File: config.mk
export PLATFORM = sky130hd
export DESIGN_NAME = qracc_host_seq
export DESIGN_NICKNAME = d
export VERILOG_FILES = /design/src/rtl/qracc_pkg.sv /design/src/rtl/qracc_host_wdog.sv /design/src/rtl/qracc_host_seq.sv
export SDC_FILE = /design/constraint.sdc
export NUM_CORES = 2
export LEC_CHECK = 0
export BUFFER_PORTS_ARGS = -buffer_cell sky130_fd_sc_hd__buf_4
export CORE_AREA = 10 10 545 547
export DETAILED_ROUTE_END_ITERATION = 8
export DIE_AREA = 0 0 555 557
export SKIP_LAST_GASP = 1
export SYNTH_ARGS = -nofsm -noshare
export SYNTH_HDL_FRONTEND = slang
export SYNTH_SLANG_ARGS = --single-unit
export TNS_END_PERCENT = 100
File: constraint.sdc
create_clock -name clk -period 3.1 [get_ports clk]
set_input_delay 0.155 -clock clk [delete_from_list [all_inputs] [get_ports clk]]
set_output_delay 0.155 -clock clk [all_outputs]
set_load 0.1 [all_outputs]
File: src/rtl/qracc_pkg.sv
// qracc_pkg: shared types for the QR accelerator host sequencer.
// The VERIFY state only exists when QRACC_HOST_READBACK_EN is defined.
package qracc_pkg;

  typedef enum logic [2:0] {
    ST_IDLE   = 3'd0,
    ST_LOAD   = 3'd1,
`ifdef QRACC_HOST_READBACK_EN
    ST_VERIFY = 3'd2,
`endif
    ST_SETTLE = 3'd3,
    ST_MAC    = 3'd4,
    ST_DRAIN  = 3'd5,
    ST_DONE   = 3'd6
  } host_state_t;

  typedef enum logic [1:0] {
    ERR_NONE         = 2'd0,
    ERR_TIMEOUT      = 2'd1,
    ERR_EXTRA_RESULT = 2'd2,
    ERR_READBACK     = 2'd3
  } host_err_t;

endpackage

File: src/rtl/qracc_host_wdog.sv
// qracc_host_wdog: idle-cycle watchdog. Counts enabled cycles since the last
// clear and flags timeout once the count reaches the limit.
module qracc_host_wdog #(
  parameter int unsigned limit = 50000
) (
  input  logic clk,
  input  logic rst,
  input  logic clr,
  input  logic en,
  output logic timeout
);

  localparam int unsigned cnt_w = $clog2(limit + 1);

  logic [cnt_w-1:0] cnt;

  // Idle counter; saturates at the limit until cleared.
  always_ff @(posedge clk) begin
    if (rst || clr)
      cnt <= '0;
    else if (en && !timeout)
      cnt <= cnt + 1'b1;
  end

  assign timeout = (cnt == cnt_w'(limit));

endmodule

File: src/rtl/qracc_host_seq.sv
// qracc_host_seq: host sequencer driving one seq_acc instance: weight load into
// the QR SRAM, optional read-back check (QRACC_HOST_READBACK_EN), settle wait,
// then MAC batches with result counting and a watchdog.
module qracc_host_seq
  import qracc_pkg::*;
#(
  parameter int unsigned numRows       = 128,
  parameter int unsigned numCols       = 32,
  parameter int unsigned xBits         = 5,
  parameter int unsigned maxBatches    = 1024,
  parameter int unsigned settleCycles  = 5,
  parameter int unsigned timeoutCycles = 50000
) (
  input  logic                                 clk,
  input  logic                                 rst,
  input  logic                                 start_i,
  input  logic [$clog2(numRows+1)-1:0]         row_count_i,
  input  logic [$clog2(maxBatches+1)-1:0]      batch_count_i,
  input  logic                                 w_valid_i,
  output logic                                 w_ready_o,
  input  logic [numCols-1:0]                   w_data_i,
  input  logic                                 x_valid_i,
  output logic                                 x_ready_o,
  input  logic [numRows*xBits-1:0]             x_data_i,
  output logic                                 rq_valid_o,
  output logic                                 rq_wr_o,
  input  logic                                 rq_ready_i,
  output logic [$clog2(numRows)-1:0]           addr_o,
  output logic [numCols-1:0]                   wr_data_o,
  input  logic                                 rd_valid_i,
  input  logic [numCols-1:0]                   rd_data_i,
  output logic                                 mac_valid_o,
  output logic [numRows*xBits-1:0]             mac_data_o,
  input  logic                                 mac_ready_i,
  input  logic                                 res_valid_i,
  output logic                                 busy_o,
  output logic                                 done_o,
  output logic                                 err_o,
  output logic [1:0]                           err_code_o,
  output logic [$clog2(maxBatches+1)-1:0]      res_count_o
);

  localparam int unsigned rw = $clog2(numRows + 1);
  localparam int unsigned aw = $clog2(numRows);
  localparam int unsigned bw = $clog2(maxBatches + 1);
  localparam int unsigned sw = $clog2(settleCycles + 1);

  host_state_t state, next_state;

  logic [rw-1:0]      row_cnt, idx;
  logic [bw-1:0]      batch_cnt, issued;
  logic [sw-1:0]      settle_cnt;
  logic [numCols-1:0] wchk;
  logic w_fire, rq_fire, x_fire, mac_fire;
  logic load_last, mac_last, drain_done, extra_res;
  logic wdog_clr, wdog_en, timeout, rd_take;

  assign w_fire   = w_valid_i && w_ready_o;
  assign rq_fire  = rq_valid_o && rq_ready_i;
  assign x_fire   = x_valid_i && x_ready_o;
  assign mac_fire = mac_valid_o && mac_ready_i;

  assign w_ready_o = (state == ST_LOAD) && !rq_valid_o && (idx < row_cnt);
  assign x_ready_o = (state == ST_MAC) && !mac_valid_o && (issued < batch_cnt);
  assign busy_o    = (state != ST_IDLE);
  assign done_o    = (state == ST_DONE);

  assign load_last  = rq_fire && (idx == row_cnt);
  assign mac_last   = (mac_fire && (issued + 1'b1 == batch_cnt)) ||
                      (!mac_valid_o && (issued == batch_cnt));
  // Finishing on the strobe itself gives done_o one cycle after the last result.
  assign drain_done = (res_count_o == issued) ||
                      (res_valid_i && (res_count_o + 1'b1 == issued));
  // A result in the same cycle as a MAC handshake may belong to that request.
  assign extra_res  = res_valid_i && (state != ST_IDLE) &&
                      (mac_fire ? (res_count_o > issued) : (res_count_o >= issued));

`ifdef QRACC_HOST_READBACK_EN
  logic [numCols-1:0] rchk;
  logic rd_wait, rd_issue, verify_done;
  assign rd_take     = rd_valid_i && rd_wait;
  assign rd_issue    = (state == ST_VERIFY) && !rq_valid_o && !rd_wait && (idx < row_cnt);
  assign verify_done = !rq_valid_o && !rd_wait && (idx == row_cnt);
`else
  logic unused_rd;
  assign unused_rd = ^{rd_valid_i, rd_data_i};
  assign rd_take   = 1'b0;
`endif

  assign wdog_en  = (state != ST_IDLE) && (state != ST_DONE);
  assign wdog_clr = w_fire || rq_fire || x_fire || mac_fire || rd_take ||
                    res_valid_i || (next_state != state);

  qracc_host_wdog #(.limit(timeoutCycles)) u_wdog (
    .clk     (clk),
    .rst     (rst),
    .clr     (wdog_clr),
    .en      (wdog_en),
    .timeout (timeout)
  );

  // State register.
  always_ff @(posedge clk) begin
    if (rst) state <= ST_IDLE;
    else     state <= next_state;
  end

  // Next-state logic; a watchdog expiry overrides every active state.
  always_comb begin
    next_state = state;
    case (state)
      ST_IDLE:   if (start_i) next_state = (row_count_i == '0) ? ST_SETTLE : ST_LOAD;
`ifdef QRACC_HOST_READBACK_EN
      ST_LOAD:   if (load_last) next_state = ST_VERIFY;
      ST_VERIFY: if (verify_done) next_state = ST_SETTLE;
`else
      ST_LOAD:   if (load_last) next_state = ST_SETTLE;
`endif
      ST_SETTLE: if (settle_cnt == sw'(settleCycles - 1)) next_state = ST_MAC;
      ST_MAC:    if (mac_last) next_state = ST_DRAIN;
      ST_DRAIN:  if (drain_done) next_state = ST_DONE;
      ST_DONE:   next_state = ST_IDLE;
      default:   next_state = ST_IDLE;
    endcase
    if (timeout && wdog_en) next_state = ST_DONE;
  end

  // Run parameters, result counter and sticky error status.
  always_ff @(posedge clk) begin
    if (rst) begin
      row_cnt     <= '0;
      batch_cnt   <= '0;
      res_count_o <= '0;
      err_o       <= 1'b0;
      err_code_o  <= ERR_NONE;
    end else if (state == ST_IDLE) begin
      if (start_i) begin
        row_cnt     <= row_count_i;
        batch_cnt   <= batch_count_i;
        res_count_o <= '0;
        err_o       <= 1'b0;
        err_code_o  <= ERR_NONE;
      end
    end else begin
      if (res_valid_i) res_count_o <= res_count_o + 1'b1;
      if (extra_res) begin
        err_o      <= 1'b1;
        err_code_o <= ERR_EXTRA_RESULT;
      end
`ifdef QRACC_HOST_READBACK_EN
      if ((state == ST_VERIFY) && verify_done && (rchk != wchk)) begin
        err_o      <= 1'b1;
        err_code_o <= ERR_READBACK;
      end
`endif
      if (timeout) begin
        err_o      <= 1'b1;
        err_code_o <= ERR_TIMEOUT;
      end
    end
  end

  // SRAM request channel: one outstanding write (LOAD) or read (VERIFY).
  always_ff @(posedge clk) begin
    if (rst) begin
      rq_valid_o <= 1'b0;
      rq_wr_o    <= 1'b0;
      addr_o     <= '0;
      wr_data_o  <= '0;
      idx        <= '0;
      wchk       <= '0;
`ifdef QRACC_HOST_READBACK_EN
      rchk       <= '0;
      rd_wait    <= 1'b0;
`endif
    end else if (state == ST_IDLE) begin
      idx <= '0;
      if (start_i) wchk <= '0;
`ifdef QRACC_HOST_READBACK_EN
      rd_wait <= 1'b0;
      if (start_i) rchk <= '0;
`endif
    end else begin
      if (rq_fire) rq_valid_o <= 1'b0;
      if (w_fire) begin
        rq_valid_o <= 1'b1;
        rq_wr_o    <= 1'b1;
        addr_o     <= idx[aw-1:0];
        wr_data_o  <= w_data_i;
        wchk       <= wchk ^ w_data_i;
        idx        <= idx + 1'b1;
      end
`ifdef QRACC_HOST_READBACK_EN
      if ((state == ST_LOAD) && load_last) idx <= '0;
      if (rq_fire && !rq_wr_o) rd_wait <= 1'b1;
      if (rd_take) begin
        rchk    <= rchk ^ rd_data_i;
        rd_wait <= 1'b0;
      end
      if (rd_issue) begin
        rq_valid_o <= 1'b1;
        rq_wr_o    <= 1'b0;
        addr_o     <= idx[aw-1:0];
        idx        <= idx + 1'b1;
      end
`endif
      // A watchdog abort is the only non-reset way a pending request drops.
      if (timeout) rq_valid_o <= 1'b0;
    end
  end

  // MAC request channel and issued-batch counter.
  always_ff @(posedge clk) begin
    if (rst) begin
      mac_valid_o <= 1'b0;
      mac_data_o  <= '0;
      issued      <= '0;
    end else if (state == ST_IDLE) begin
      issued <= '0;
    end else begin
      if (mac_fire) begin
        mac_valid_o <= 1'b0;
        issued      <= issued + 1'b1;
      end
      if (x_fire) begin
        mac_valid_o <= 1'b1;
        mac_data_o  <= x_data_i;
      end
      if (timeout) mac_valid_o <= 1'b0;
    end
  end

  // Settle delay counter, running only while in SETTLE.
  always_ff @(posedge clk) begin
    if (rst || (state != ST_SETTLE)) settle_cnt <= '0;
    else                             settle_cnt <= settle_cnt + 1'b1;
  end

endmodule

Word level (Yosys, flattened, before mapping). Index checks and enable logic that the tools add are counted. W data, S select, Z words.

Bits of input ports: 732. Logic and storage cells: 112. Output and inout port bits: 700. Register bits after elaboration: 756.

Reductions and logical operators: 44. Bitwise gates (word level): 1. Magnitude comparators: 4. Eq/ne operators: 16. Mux-type cells: 26. Add/subtract/negate cells: 5.

Operators by type and width (count): $eq A11 B11 Y1 (4); $mux W11 (3); $add A11 B1 Y11 const B (2); $mux W3 (6); $logic_and A1 B1 Y1 (17); $add A16 B1 Y16 const B (1); $eq A16 B16 Y1 const B (1); $pmux W3 S5 (1); $reduce_and A2 Y1 (7); $eq A3 B3 Y1 const B (4); $reduce_bool A3 Y1 (4); $ge A11 B11 Y1 (1); $gt A11 B11 Y1 (1); $lt A11 B11 Y1 (1); $mux W1 (11); $mux W2 (5); $logic_or A1 B1 Y1 (9); $add A8 B1 Y8 const B (1); $eq A8 B8 Y1 (1); $logic_not A8 Y1 (1); $lt A8 B8 Y1 (1); $add A3 B1 Y3 const B (1); $eq A3 B1 Y1 const B (1); $eq A3 B2 Y1 const B (1); 9 further kinds (11).

Depth between registers and ports, before layout.
Depth after elaboration: 10. Depth in mapped cells: 11. Depth with buffers taken out: 9.

Cells and area by module. Synthesis repeated with hierarchy kept, for this count alone.

Cells, all modules: 3546. Area, all modules: 28363.5 sq um.

Modules (own cells, without submodules): qracc_host_seq (area an instance 27498.9 sq um, cells an instance 3441, instances 1, sequential area each 14814.2 sq um); qracc_host_wdog (area an instance 864.6 sq um, cells an instance 105, instances 1, sequential area each 320.3 sq um).

Least setup slack after synthesis. No wires, ideal clock.

Kind: register to register. Start point: register res_count_o[0]. End point: register u_wdog.cnt[14]. Path slack: -202 ps. Library setup time: 117 ps. Cell stages (with the launch flop): 12. Required time: 2983 ps. Period minus slack after synthesis: 3302 ps. Data arrival time: 3185 ps. Buffers on the path: 3. Cells stage by stage: dfxtp_1 > ha_1 > and4_1 > clkbuf_1 > and3_1 > buf_2 > mux2i_1 > nor4bb_1 > a41oi_1 > a21oi_2 > buf_4 > nor2_1.

Cells in the longest elaborated chain, start to end: 10. Elaborated cells on any way between the ends: 11. Those cells by class: add/sub: 1; eq/ne: 3; mux: 3; reduce/logical: 4.

RTL lines: start, declared (line qracc_host_seq.sv:40) `output logic [$clog2(maxBatches+1)-1:0] res_count_o`; start signal, assigned (line qracc_host_seq.sv:145) `if (res_valid_i) res_count_o <= res_count_o + 1'b1;`; $add A11 B1 Y11 (line qracc_host_seq.sv:73) `(res_valid_i && (res_count_o + 1'b1 == issued));`; $eq A11 B11 Y1 (line qracc_host_seq.sv:73); $logic_and A1 B1 Y1 (line qracc_host_seq.sv:73); $logic_or A1 B1 Y1 (*) (line qracc_host_seq.sv:72) `assign drain_done = (res_count_o == issued) ||`; $mux W3 (*) (line qracc_host_seq.sv:121) `ST_DRAIN: if (drain_done) next_state = ST_DONE;`; $pmux W3 S5 (*) (line qracc_host_seq.sv:111) `case (state)`; $mux W3 (*) (line qracc_host_seq.sv:125) `if (timeout && wdog_en) next_state = ST_DONE;`; $ne A3 B3 Y1 (*) (line qracc_host_seq.sv:92) `res_valid_i || (next_state != state);`; $logic_or A1 B1 Y1 (*) (line qracc_host_seq.sv:92); $logic_or A1 B1 Y1 (*) (line qracc_host_wdog.sv:19) `if (rst || clr)`; end signal, assigned (line qracc_host_wdog.sv:22) `cnt <= cnt + 1'b1;`; end, declared (line qracc_host_wdog.sv:15) `logic [cnt_w-1:0] cnt;`.

Every way passes the cells marked *; elsewhere a longest branch is shown, timed or not. A chain may end at the register's enable or synchronous reset.

Final worst setup path.
Start point: register batch_cnt[6]. End point: register mac_data_o[122].

Cells in the longest elaborated chain, start to end: 4.

RTL lines: start, declared (line qracc_host_seq.sv:51) `logic [bw-1:0] batch_cnt, issued;`; start signal, assigned (line qracc_host_seq.sv:139) `batch_cnt <= batch_count_i;`; $lt A11 B11 Y1 (line qracc_host_seq.sv:64) `assign x_ready_o = (state == ST_MAC) && !mac_valid_o && (issued < batch_cnt);`; $logic_and A1 B1 Y1 (line qracc_host_seq.sv:64); $logic_and A1 B1 Y1 (line qracc_host_seq.sv:60) `assign x_fire = x_valid_i && x_ready_o;`; $reduce_and A2 Y1 (no source line); end signal, assigned (line qracc_host_seq.sv:227) `mac_data_o <= x_data_i;`; end, declared (line qracc_host_seq.sv:33) `output logic [numRows*xBits-1:0] mac_data_o,`.

No other way between the ends.

==> flow_metrics.py <==
metrics = {
    "clocking": {
        "clk_pin_slew_ns": 0.06,
        "cts_root_buf": "clkbuf_16",
        "worstSkewPairLatency_ns": 0.82,
        "cts_tree": "yes",
        "cts_buffers": 101,
        "htreeDepth": 3,
        "cts_num_sinks": 756,
        "clock_path_buffers": 4,
    },
    "die": {
        "ios": 1432,
        "dieHeight_microns": 557,
        "die-area_sq_um": 309000,
        "placement_rows": 197,
        "fp.dieW_microns": 555,
        "start_util_pct": 9.82,
        "core-area_sq_um": 286000,
    },
    "timing": {
        "totalNegativeSetupSlack_ns": 0,
        "tightestPinTransition_ns": 1.12,
        "fmax_mhz": 335,
        "rsz0062_at_grt": "yes",
        "final-hold-violation-count": 0,
        "holdWs_ns": 0.129,
        "min_period_ns": 2.98,
        "fin_skew_ns": 0.0653,
        "slew_viol_final": 0,
        "period_share_pct": 96.2,
        "setup_viol": 0,
        "slew_headroom_pct": 25.6,
    },
    "worst_setup_path": {
        "critPathKind": "reg -> reg",
        "required_ns": 3.70,
        "ff2ff_setup_slack_ns": 0.12,
        "reg2reg_depth": 11,
        "arrival_ns": 3.59,
        "end_kind": "flip-flop",
        "worstPathMaxFanout": 44,
        "worstReg2RegEnd": "mac_data_o[122]",
        "cp-start-kind": "flip-flop",
        "r2r-start": "batch_cnt[6]",
    },
    "global_routing": {
        "grt_pass1_vias": 33600,
        "gr-usage-met1_pct": 15.6,
        "grt_max_degree": 182,
        "antenna_found_initial": 232,
        "use_met3_pct": 7.72,
        "track_usage_pct": 14.0,
        "grt_most_used_layer": "met2",
        "grt_pass1_wl_mm": 299,
        "met2_usage_pct": 20.8,
        "gr-total-overflow": 0,
    },
    "detailed_routing": {
        "routedWlPerCell_microns": 24.1,
        "drc_errors": 0,
        "drt_wl_total_mm": 232,
        "vias_per_cell": 3.61,
        "first_pass_iters": 8,
        "drtAntennaViolNets": 0,
        "vias": 34800,
        "drt_iter0_drc": 3391,
    },
    "pwr": {
        "power.leakage_nw": 21.4,
        "powerDensity_nw_per_um2": 447,
        "power_frac_comb_pct": 11.0,
        "power.switching_mw": 6.37,
        "p_int_mw": 18.1,
        "seq_power_share_pct": 40.1,
        "vdd_ir_drop_max_uv": 439,
        "switching_share_pct": 26.0,
        "p_clk_share_pct": 48.9,
    },
    "finish": {
        "final_layout_size_suffix_gt1_share_pct": 30.3,
        "finish.utilization_pct": 19.1,
        "syn_to_final_growth_pct": 94.7,
        "finalNetCount": 6446,
        "fillers": 31800,
        "multi_input_area_sq_um": 11800,
        "regArea_sq_um": 15100,
    },
    "synth": {
        "synth_top_family_by_area": "simple AND/OR/NAND/NOR gates",
        "synth_fa_ha_area_share_pct": 1.65,
        "synthSimpleGateAreaFrac_pct": 23.0,
        "syn_avg_cell_area_sq_um": 7.91,
        "synth_compound_area_share_pct": 14.0,
        "yosysWarnings": 0,
        "synth_top_area_share_pct": 53.8,
        "synth_common_cells": "nand2_1 (1371), dfxtp_1 (756), a21oi_1 (695), clkbuf_1 (168), nor2_1 (97)",
        "synth_cell_types": 69,
        "synth_area_sq_um": 28100,
        "synthArstFlopShare_pct": 0,
        "netlist.top_cell.by_area": "dfxtp_1",
        "synth_seq_cells": 756,
        "synth.area.mux_share_pct": 1.64,
        "synth_cells": 3555,
        "synth_edf_count": 0,
        "synth_xor_area_share_pct": 1.50,
        "synth.most_common_cell": "nand2_1",
        "ys_seq_area_share_pct": 53.8,
        "syn-num-nets": 4324,
        "synth_area_leaders": "dfxtp_1 (54%), nand2_1 (18%), a21oi_1 (12%), clkbuf_1 (2.2%), ha_1 (1.6%)",
        "synth_ff_type": "dfxtp_1",
    },
    "placed_design": {
        "port_buffers": 1398,
        "post-dp-hpwl_mm": 193,
        "place.gp.congestion": 0.994,
    },
    "min_path": {
        "holdPathStages": 4,
        "hold_path_end": "mac_data_o[404]",
        "hold_class": "in -> reg",
        "hold_start": "x_data_i[404]",
    },
    "flow_run": {
        "maxCapViolCount": 0,
    },
    "run_status": {
        "status": "finished clean",
    },
}
==> power by group through the flow <==
stage | registers, mW | logic (mW) | clock network (mW)
finish | 9.81 | 2.69 | 12.0
detailed placement | 10.0 | 1.67 | 0
floorplan | 10.2 | 0.397 | 0
global placement | 10.0 | 1.66 | 0
global route | 9.81 | 2.83 | 12.7
CTS | 9.80 | 2.69 | 12.5
==> worst max-delay path: stages, from the launching register on <==
cell,delay (ns)
dfxtp_1,0.35
inv_1,0.07
ha_1,0.30
a211oi_1,0.21
nor3_1,0.08
or4b_4,0.54
or3_4,0.44
buf_12,0.20
buf_12,0.18
buf_4,0.18
nand2_1,0.08
a21oi_1,0.08
==> sequential cells by signal (all words and copies together) (netlist names), 7 cells and up <==
| signal | flops |
|---|---|
| wr_data_o | 32 |
| addr_o | 7 |
| res_count_o | 11 |
| row_cnt | 8 |
| idx | 8 |
| batch_cnt | 11 |
| issued | 11 |
| mac_data_o | 640 |
| u_wdog.cnt | 16 |
==> cell families after synthesis <==
kind of cell               count (synthesis)
AOI/OAI and AO/OA                        760
xor gates and xnor gates                  48
adders and majority gates                 37
buffers and inverters                    296
DFF                                      756
muxes                                     46
and+or+nand+nor                         1612
==> metrics by stage <==
step                instances  worst slack [ns]  power, mW  area, sq um
floorplan                3555            0.0507       10.6        28100
global placement         8615            0.0254       11.7        43700
detailed placement       8615         -0.000806       11.7        43700
CTS                      9531           -0.0999       25.0        54500
global route             9577           -0.0536       25.4        54600
finish                   9634             0.117       24.5        54800
==> worst max path at each step <==
stage / slack [ns] / from / depth (start not counted) / end
2_1_floorplan: 0.05 / res_count_o[4] / 10 / u_wdog.cnt[14]
3_3_place_gp: 0.03 / batch_cnt[9] / 11 / mac_data_o[434]
3_5_place_dp: -0.0008 / batch_cnt[9] / 11 / mac_data_o[169]
4_1_cts: -0.1 / batch_cnt[9] / 7 / x_ready_o
5_1_grt: -0.05 / issued[0] / 12 / u_wdog.cnt[10]
6_report: 0.12 / batch_cnt[6] / 11 / mac_data_o[122]
==> what timing repair did <==
item,4_1_cts,5_1_grt
hold buffers,738,0
pin swaps,0,1
gates resized for setup,5,4
buffers inserted,0,2
hold endpoints to repair,740,0
endpoints found under the setup margin,61,95
==> layout by cell type (no fill, tap or decap), types with 24 or more instances in the layout <==
cell,n
inv_1,38
dfxtp_1,751
buf_12,32
xnor2_1,34
a21oi_1,695
nor2_1,96
clkbuf_8,24
ha_1,37
buf_4,1505
mux2i_1,46
diode_2,101
dlygate4sd3_1,738
nand2_1,1371
clkbuf_16,102
==> area by class of cell <==
| cell class | count | share of cell area, % |
|---|---|---|
| repair buffers | 2277 | 35.3 |
| clock inverters | 39 | 0.740 |
| multi-input cells | 2503 | 21.5 |
| well taps | 3781 | 8.64 |
| inverters | 38 | 0.261 |
| diodes | 101 | 0.462 |
| clock buffers | 139 | 5.35 |
| flip-flops and latches | 756 | 27.7 |
==> routing by layer <==
metal | vias up | routed length, microns
li1 | 16000 | -
met1 | 16000 | 87000
met2 | 2085 | 95700
met3 | 610 | 31500
met4 | 114 | 17100
met5 | - | 745
Power figures use the tool's default switching activity.
